===== src/rtl/keypad_scanner.sv =====
// Matrix keypad scanner: one column per sw_clk edge, frame-level debounce,
// one key_valid pulse per accepted press, key_held until accepted release.
module keypad_scanner #(
    parameter int COLS            = 4,
    parameter int ROWS            = 4,
    parameter int DEBOUNCE_FRAMES = 2
) (
    input  logic                            clock_50m,
    input  logic                            rst,
    input  logic                            sw_clk,
    input  logic [ROWS-1:0]                 key_row,
    output logic [COLS-1:0]                 key_col,
    output logic [$clog2(ROWS*COLS)-1:0]    key_code,
    output logic                            key_valid,
    output logic                            key_held
);

    localparam int N      = ROWS * COLS;
    localparam int CODE_W = $clog2(N);
    localparam int CNT_W  = $clog2(DEBOUNCE_FRAMES + 1);
    localparam int COL_W  = (COLS > 1) ? $clog2(COLS) : 1;

    localparam logic [CNT_W-1:0]  DF       = CNT_W'(DEBOUNCE_FRAMES);
    localparam logic [CNT_W-1:0]  CNT_ONE  = CNT_W'(1);
    localparam logic [COL_W-1:0]  COL_LAST = COL_W'(COLS - 1);
    localparam logic [COLS-1:0]   COL_RST  = {{(COLS-1){1'b1}}, 1'b0};

    typedef enum logic [1:0] {
        IDLE    = 2'd0,
        CONFIRM = 2'd1,
        PRESSED = 2'd2
    } state_t;

    logic            sw_s1, sw_s2, sw_prev;
    logic [ROWS-1:0] row_s1, row_s2;
    logic            scan_tick;
    logic            frame_end;
    logic [COL_W-1:0] col_idx, col_nxt;
    logic [N-1:0]    acc, acc_mix;
    logic [N-1:0]    frame_vec;
    logic            frame_done;

    state_t              state, state_n;
    logic [CODE_W-1:0]   cand, cand_n;
    logic [CNT_W-1:0]    cnt, cnt_n;
    logic [CNT_W-1:0]    rcnt, rcnt_n;
    logic [CODE_W-1:0]   code_n;
    logic                valid_n, held_n;

    logic [1:0]          hit_cnt;
    logic [CODE_W-1:0]   hit_k;
    logic                is_none, is_single;

    assign scan_tick = sw_s2 & ~sw_prev;
    assign frame_end = scan_tick && (col_idx == COL_LAST);
    assign col_nxt   = (col_idx == COL_LAST) ? '0 : col_idx + 1'b1;

    // Closed keys are stored as 1 at bit row*COLS+col.
    always_comb begin
        acc_mix = acc;
        for (int r = 0; r < ROWS; r++) begin
            if (!row_s2[r]) acc_mix[r*COLS + int'(col_idx)] = 1'b1;
        end
    end

    always_ff @(posedge clock_50m) begin
        if (!rst) begin
            sw_s1      <= 1'b0;
            sw_s2      <= 1'b0;
            sw_prev    <= 1'b0;
            row_s1     <= '0;
            row_s2     <= '0;
            col_idx    <= '0;
            key_col    <= COL_RST;
            acc        <= '0;
            frame_vec  <= '0;
            frame_done <= 1'b0;
        end else begin
            sw_s1      <= sw_clk;
            sw_s2      <= sw_s1;
            sw_prev    <= sw_s2;
            row_s1     <= key_row;
            row_s2     <= row_s1;
            frame_done <= frame_end;
            if (scan_tick) begin
                col_idx <= col_nxt;
                key_col <= ~(COLS'(1) << col_nxt);
                if (frame_end) begin
                    frame_vec <= acc_mix;
                    acc       <= '0;
                end else begin
                    acc <= acc_mix;
                end
            end
        end
    end

    // Saturating hit count; hit_k is meaningful only for a single hit.
    always_comb begin
        hit_cnt = 2'd0;
        hit_k   = '0;
        for (int i = 0; i < N; i++) begin
            if (frame_vec[i]) begin
                if (hit_cnt != 2'd2) hit_cnt = hit_cnt + 2'd1;
                hit_k = CODE_W'(i);
            end
        end
    end

    assign is_none   = (hit_cnt == 2'd0);
    assign is_single = (hit_cnt == 2'd1);

    always_ff @(posedge clock_50m) begin
        if (!rst) begin
            state     <= IDLE;
            cand      <= '0;
            cnt       <= '0;
            rcnt      <= '0;
            key_code  <= '0;
            key_valid <= 1'b0;
            key_held  <= 1'b0;
        end else begin
            state     <= state_n;
            cand      <= cand_n;
            cnt       <= cnt_n;
            rcnt      <= rcnt_n;
            key_code  <= code_n;
            key_valid <= valid_n;
            key_held  <= held_n;
        end
    end

    always_comb begin
        state_n = state;
        cand_n  = cand;
        cnt_n   = cnt;
        rcnt_n  = rcnt;
        code_n  = key_code;
        valid_n = 1'b0;
        held_n  = key_held;
        if (frame_done) begin
            unique case (state)
                IDLE: begin
                    if (is_single) begin
                        cand_n = hit_k;
                        cnt_n  = CNT_ONE;
                        if (CNT_ONE >= DF) begin
                            code_n  = hit_k;
                            valid_n = 1'b1;
                            held_n  = 1'b1;
                            rcnt_n  = '0;
                            state_n = PRESSED;
                        end else begin
                            state_n = CONFIRM;
                        end
                    end
                end
                CONFIRM: begin
                    if (is_single && hit_k == cand) begin
                        if (cnt + 1'b1 >= DF) begin
                            cnt_n   = DF;
                            code_n  = cand;
                            valid_n = 1'b1;
                            held_n  = 1'b1;
                            rcnt_n  = '0;
                            state_n = PRESSED;
                        end else begin
                            cnt_n = cnt + 1'b1;
                        end
                    end else if (is_single) begin
                        cand_n = hit_k;
                        cnt_n  = CNT_ONE;
                    end else begin
                        cnt_n   = '0;
                        state_n = IDLE;
                    end
                end
                PRESSED: begin
                    if (is_none) begin
                        if (rcnt + 1'b1 >= DF) begin
                            rcnt_n  = '0;
                            cnt_n   = '0;
                            held_n  = 1'b0;
                            state_n = IDLE;
                        end else begin
                            rcnt_n = rcnt + 1'b1;
                        end
                    end else begin
                        rcnt_n = '0;
                    end
                end
                default: state_n = IDLE;
            endcase
        end
    end

endmodule

===== config.mk =====
export PLATFORM = sky130hd
export DESIGN_NAME = keypad_scanner
export DESIGN_NICKNAME = d
export VERILOG_FILES = /design/src/rtl/keypad_scanner.sv
export SDC_FILE = /design/constraint.sdc
export NUM_CORES = 1
export LEC_CHECK = 0
export BUFFER_PORTS_ARGS = -buffer_cell sky130_fd_sc_hd__buf_2
export CORE_ASPECT_RATIO = 0.75
export CORE_MARGIN = 2
export CORE_UTILIZATION = 50
export CTS_CLUSTER_SIZE = 12
export DETAILED_ROUTE_END_ITERATION = 12
export PLACE_DENSITY = 0.75
export SLEW_MARGIN = 40
export SYNTH_ARGS = -nofsm -noshare
export SYNTH_HDL_FRONTEND = slang
export SYNTH_SLANG_ARGS = --single-unit

===== constraint.sdc =====
create_clock -name clock_50m -period 8.43 [get_ports clock_50m]
set_clock_uncertainty 0.1 [all_clocks]
set_input_delay 0.4215 -clock clock_50m [delete_from_list [all_inputs] [get_ports clock_50m]]
set_output_delay 0.4215 -clock clock_50m [all_outputs]
set_load 0.005 [all_outputs]

# Yosys cells after proc, flatten, opt, wreduce, memory -nomap -nowiden
# Cells that the tools add are included.
dict set report word_totals {
  register_bits 66
  in_bits 7
  output_inout_bits 10
  word_cells 188
}
dict set report op_classes {
  addsub 21
  n_lt_le_gt_ge 10
  eq_ne 28
  n_shift 1
  n_mux 85
  n_bitwise 7
  reduce_logical 19
}
# cell count
set ops {}
lappend ops {{$mux W2} 43}
lappend ops {{$mux W16} 5}
lappend ops {{$mux W4} 16}
lappend ops {{$or A16 B16 Y16} 3}
lappend ops {{$ne A2 B2 Y1 const B} 21}
lappend ops {{$add A2 B1 Y2 const B} 18}
lappend ops {{$or A16 B4 Y16} 1}
lappend ops {{$demux W1 S4} 3}
lappend ops {{$mux W1} 12}
lappend ops {{$pmux W2 S3} 2}
lappend ops {{$reduce_and A4 Y1} 3}
lappend ops {{$reduce_and A6 Y1} 2}
lappend ops {{$add A4 B2 Y5 const A} 2}
lappend ops {{$ge A5 B1 Y1 const B} 2}
lappend ops {{$lt A5 B5 Y1 const B} 2}
lappend ops {{$pmux W4 S2} 1}
lappend ops {{$logic_and A1 B1 Y1} 6}
lappend ops {{$ne A3 B3 Y1 const B} 2}
lappend ops {{$lt A2 B5 Y1 const B} 1}
lappend ops {{$lt A4 B5 Y1 const B} 1}
lappend ops {{$reduce_and A5 Y1} 1}
lappend ops {{$add A3 B2 Y4 const A} 1}
lappend ops {{$eq A2 B1 Y1 const B} 2}
lappend ops {{$eq A2 B2 Y1 const B} 2}
lappend ops {{other kinds (16)} 19}

# Logic depth before layout (Yosys ltp)
dict set report logic_depth {
  ltp_word 50
  mapped_depth 28
  ltp_nobuf 26
}

# Worst setup path before layout
# No wires, ideal clock.
dict set report synth_timing {
  kind {register -> register}
  startpoint {reg frame_vec[0]}
  endpoint {reg state[0]}
  setup_ps 72
  t_arrival_ps 6119
  required_time_ps 8258
  setup_slack_ps 2139
  stages_incl_launch_ff 28
  n_path_buf 1
  synth_period_minus_slack_ps 6291
  cell_sequence {dfxtp_1 inv_1 ha_1 nor3b_1 a211o_1 or4_1 nand4_2 buf_6 a211oi_1 nand3b_1 and3_1 or3_4 o21ai_2 a31oi_4 o41a_1 a221oi_2 o21ai_0 and4_1 o32a_4 inv_2 ha_1 nor2_1 nand3_1 a21boi_0 a41o_1 a32oi_2 nor2_1 mux2i_1}
}
dict set report synth_between {
  elab_chain_cells 50
  word_cells_on_any_way 71
  cone_classes {15 x add/sub; 20 x eq/ne; 33 x mux; 3 x reduce/logical}
}
# element line_no
set synth_rtl {}
lappend synth_rtl {{from (decl)} 40} ;# logic [N-1:0] frame_vec;
lappend synth_rtl {{from (signal assigned)} 89} ;# frame_vec <= acc_mix;
lappend synth_rtl {{$mux W1 (*)} 103} ;# if (frame_vec[i]) begin
lappend synth_rtl {{$add A2 B1 Y2 or $ne A2 B2 Y1 (tied branches)} 104} ;# if (hit_cnt != 2'd2) hit_cnt = hit_cnt + 2'd1;
lappend synth_rtl {{$mux W2} 104}
lappend synth_rtl {{$mux W2 (*)} 103}
lappend synth_rtl {{$add A2 B1 Y2 or $ne A2 B2 Y1 (tied branches)} 104}
lappend synth_rtl {{$mux W2} 104}
lappend synth_rtl {{$mux W2 (*)} 103}
lappend synth_rtl {{$add A2 B1 Y2 or $ne A2 B2 Y1 (tied branches)} 104}
lappend synth_rtl {{[34 not listed]} n/a}
lappend synth_rtl {{$mux W2 (*)} 103}
lappend synth_rtl {{$add A2 B1 Y2 or $ne A2 B2 Y1 (tied branches)} 104}
lappend synth_rtl {{$mux W2} 104}
lappend synth_rtl {{$mux W2 (*)} 103}
lappend synth_rtl {{$eq A2 B1 Y1} 111} ;# assign is_single = (hit_cnt == 2'd1);
lappend synth_rtl {{$logic_and A1 B1 Y1} 159} ;# if (is_single && hit_k == cand) begin
lappend synth_rtl {{$ne A3 B3 Y1 (no line) or $mux W2 (tied branches)} n/a}
lappend synth_rtl {{$reduce_and A6 Y1 (no line) or $pmux W2 S3 (tied branches)} n/a}
lappend synth_rtl {{to (signal assigned)} 123} ;# state <= state_n;
lappend synth_rtl {{to (decl)} 43} ;# state_t state, state_n;
# Every way passes the cells marked *; elsewhere a longest branch is shown, timed or not.
# A chain may end at the register's enable or synchronous reset.

# Final worst setup path
dict set report layout_timing {
  startpoint {reg frame_vec[1]}
  endpoint {reg state[0]}
}
dict set report layout_between {
  elab_chain_cells 47
  word_cells_on_any_way 83
  cone_classes {14 x add/sub; 20 x eq/ne; 46 x mux; 3 x reduce/logical}
}
# element line_no
set layout_rtl {}
lappend layout_rtl {{$mux W2} 103}
lappend layout_rtl {{$add A2 B1 Y2 or $ne A2 B2 Y1 (tied branches)} 104}
lappend layout_rtl {{$mux W2} 104}
lappend layout_rtl {{$mux W2} 103}
lappend layout_rtl {{$add A2 B1 Y2 or $ne A2 B2 Y1 (tied branches)} 104}
lappend layout_rtl {{$mux W2} 104}
lappend layout_rtl {{$mux W2} 103}
lappend layout_rtl {{$add A2 B1 Y2 or $ne A2 B2 Y1 (tied branches)} 104}
lappend layout_rtl {{[31 not listed]} n/a}
lappend layout_rtl {{$mux W2} 103}
lappend layout_rtl {{$add A2 B1 Y2 or $ne A2 B2 Y1 (tied branches)} 104}
lappend layout_rtl {{$mux W2} 104}
lappend layout_rtl {{$mux W2} 103}
lappend layout_rtl {{$eq A2 B1 Y1} 111}
lappend layout_rtl {{$logic_and A1 B1 Y1} 159}
lappend layout_rtl {{$ne A3 B3 Y1 (no line) or $mux W2 (tied branches)} n/a}
lappend layout_rtl {{$reduce_and A6 Y1 (no line) or $pmux W2 S3 (tied branches)} n/a}
# Parallel ways exist; a longest one is shown, timed or not.

==> results.yml <==
sta:
  min_period_ns: 7.35
  hold_viol: 0
  maxSlewHeadroom_pct: 54.7
  hold_ws_ns: 0.194
  timing.fmax_mhz: 136
  finalSetupViolations: 0
  rsz0062_at_grt: "no"
  tns_ns: 0
  slew_violations: 0
  fin_ws_ns: 1.08
  finalCritPeriodShare_pct: 87.2
  worst_pin_slew_ns: 0.678
die:
  initial_utilization_pct: 51.2
  die_w_um: 115
  core-area_um2: 8970
  io_pins: 17
  dieArea_um2: 9970
  placementRows: 30
  fp.dieH_um: 87.0
placed_design:
  dpl_worst_slack_ns: 1.22
  numPlacedInstances: 663
  gp_congestion: 0.970
  io_buffer_count: 16
  dp_hpwl_um: 7840
worst_setup_path:
  start_kind: "register"
  arrival_ns: 7.50
  worst-r2r-cell-count: 26
  cp-end-kind: "register"
  cp_max_fo: 15
  critical-path-top-delay-family: "compound AO/OA/AOI/OAI gates"
  crit_buf_inv: 2
  r2r_start: "frame_vec[1]"
  crit_type: "reg2reg"
  slowest_stage: "o41a_1"
  reg2reg_to: "state[0]"
  reg2reg_slack_ns: 1.08
  cp.required_ns: 8.58
  slowest_delay_ns: 0.52
clock_network:
  clk_latency_ns: 0.33
  clock_sinks: 66
  cts_tree: "yes"
  hold_buffers: 0
  cts_max_path_buffers: 2
  h-tree-depth: 3
  ctsResizeCount: 0
  numCtsBuffers: 9
  cts-root-buf: "clkbuf_16"
  clk_pin_slew_ns: 0.05
  cts_setup_buffers: 0
logic_synthesis:
  synth_cell_types: 88
  ys_seq_area_share_pct: 28.8
  netlist.area_leader.share_pct: 28.8
  yosys-top-cells-area: "dfxtp_1, ha_1, nand2_1"
  synth_edf_count: 0
  synth_cells: 561
  ys_async_sr_fraction_pct: 0
  yosysWarnings: 0
  syn_area_um2: 4590
  synth_ff_type: "dfxtp_1"
  syn_area_per_cell_um2: 8.18
  synth_seq_cells: 66
  synth_nets: 587
  yosysTopAreaCell: "dfxtp_1"
drt:
  drc_errors: 0
  detail-route-antenna-nets: 0
  dr.first_iter.drc_count: 481
  viasPerCell: 6.12
  vias: 4150
  wl_per_cell_um: 15.5
  wl_um: 10500
  first_pass_iters: 5
power_and_ir_drop:
  report.power.total_mw: 0.690
  power.density_nw_per_um2: 138
  leakage_nw: 1.93
  peakVddDrop_v: 0.000163
cells_and_area:
  n_antenna_cell: 0
  final_common_cell: "dfxtp_1"
  area_growth_pct: 8.59
  final_cell_mix: "dfxtp_1, nand2_1, nor2_1"
  n_fill_cell: 783
  layout.cells.non_filler: 678
  nNetsFinal: 588
  drive_gt1_share_pct: 13.6
global_route:
  grt_max_degree: 26
  grt_usage_pct: 21.8
  grt_first_pass_wirelength_um: 17700
  grt_pass1_vias: 3709
  grt_overflow: 0
  antenna_found_initial: 0
worst_hold_path:
  min_from: "key_row[1]"
  hold_class: "in2reg"
  min_path_cells: 2
  hold_end: "row_s1[1]"
status:
  outcome: "complete, no violations"
flow_run:
  cap_viol_max_count: 0
logic make-up after synthesis:
logic type / after synthesis / share of synthesized area, %
compound gates: 186 / 31.8
simple gates: 206 / 22.5
mux: 9 / 1.96
fa+ha+maj: 19 / 5.18
buf+inv: 58 / 5.13
flops: 66 / 28.8
xor+xnor: 17 / 4.55
stage by stage:
step / utilization (%) / instance area [µm²]
floorplan: - / 4590
global placement: 52.4 / 4700
detailed placement: 52.4 / 4700
CTS: 55.6 / 4980
global route: 55.6 / 4980
finish: 55.6 / 4980
cell usage after synthesis, types with 3 or more instances:
library cell,number
a21boi_0,3
mux2i_1,9
nor3_1,12
nand2_1,60
nor3b_1,3
a2111oi_2,3
xnor2_1,7
a211oi_1,10
a21o_1,5
o21ai_0,34
nor2_1,54
o21a_1,17
a21oi_1,30
or4_1,3
nor2b_1,3
nand2b_1,3
nand3_1,10
or2_2,5
clkbuf_1,20
a22o_1,5
dfxtp_1,66
a211o_1,3
nand4_1,3
o221ai_1,4
and2_1,26
nand3b_1,3
o31ai_2,3
inv_1,30
o21ai_1,4
o2111ai_1,4
ha_1,19
o211ai_2,5
and3_1,4
o211ai_1,14
xor2_1,5
final cells by class:
type	count	area, µm²	share of cell area, %
multi-input combinational	437	3040	60.9
sequential	66	1320	26.5
clock buffer	12	256	5.15
tap	112	140	2.81
inverter	31	116	2.33
timing repair buffer	17	87.6	1.76
clock inverter	3	25.0	0.502
sequential cells by signal, indices dropped and copies added, names as in the netlist:
register    flops
acc            16
cand            4
cnt             2
col_idx         2
frame_done      1
frame_vec      16
key_code        4
key_col         4
key_held        1
key_valid       1
rcnt            2
row_s1          4
row_s2          4
state           2
sw_prev         1
sw_s1           1
sw_s2           1
layer usage:
metal	part of all wire, %	track usage (%)
met1	50	31.4
met5	0	0
met4	1.1	6.21
met3	5.6	5.01
met2	43	32.8
power breakdown:
group | internal (mW) | switching [mW]
sequential | 0.317 | 0.00287
clock | 0.214 | 0.134
combinational | 0.00815 | 0.0136
worst max path at each step:
stage                 startpoint       end  slack, ns  depth (start not counted)
CTS                 frame_vec[1]  state[0]       1.19                         26
finish              frame_vec[1]  state[0]       1.08                         26
floorplan           frame_vec[0]  state[0]       2.14                         27
global placement    frame_vec[0]  state[0]       1.66                         26
global route        frame_vec[1]  state[0]       0.59                         26
detailed placement  frame_vec[0]  state[0]       1.22                         26
Power figures use the tool's default switching activity.
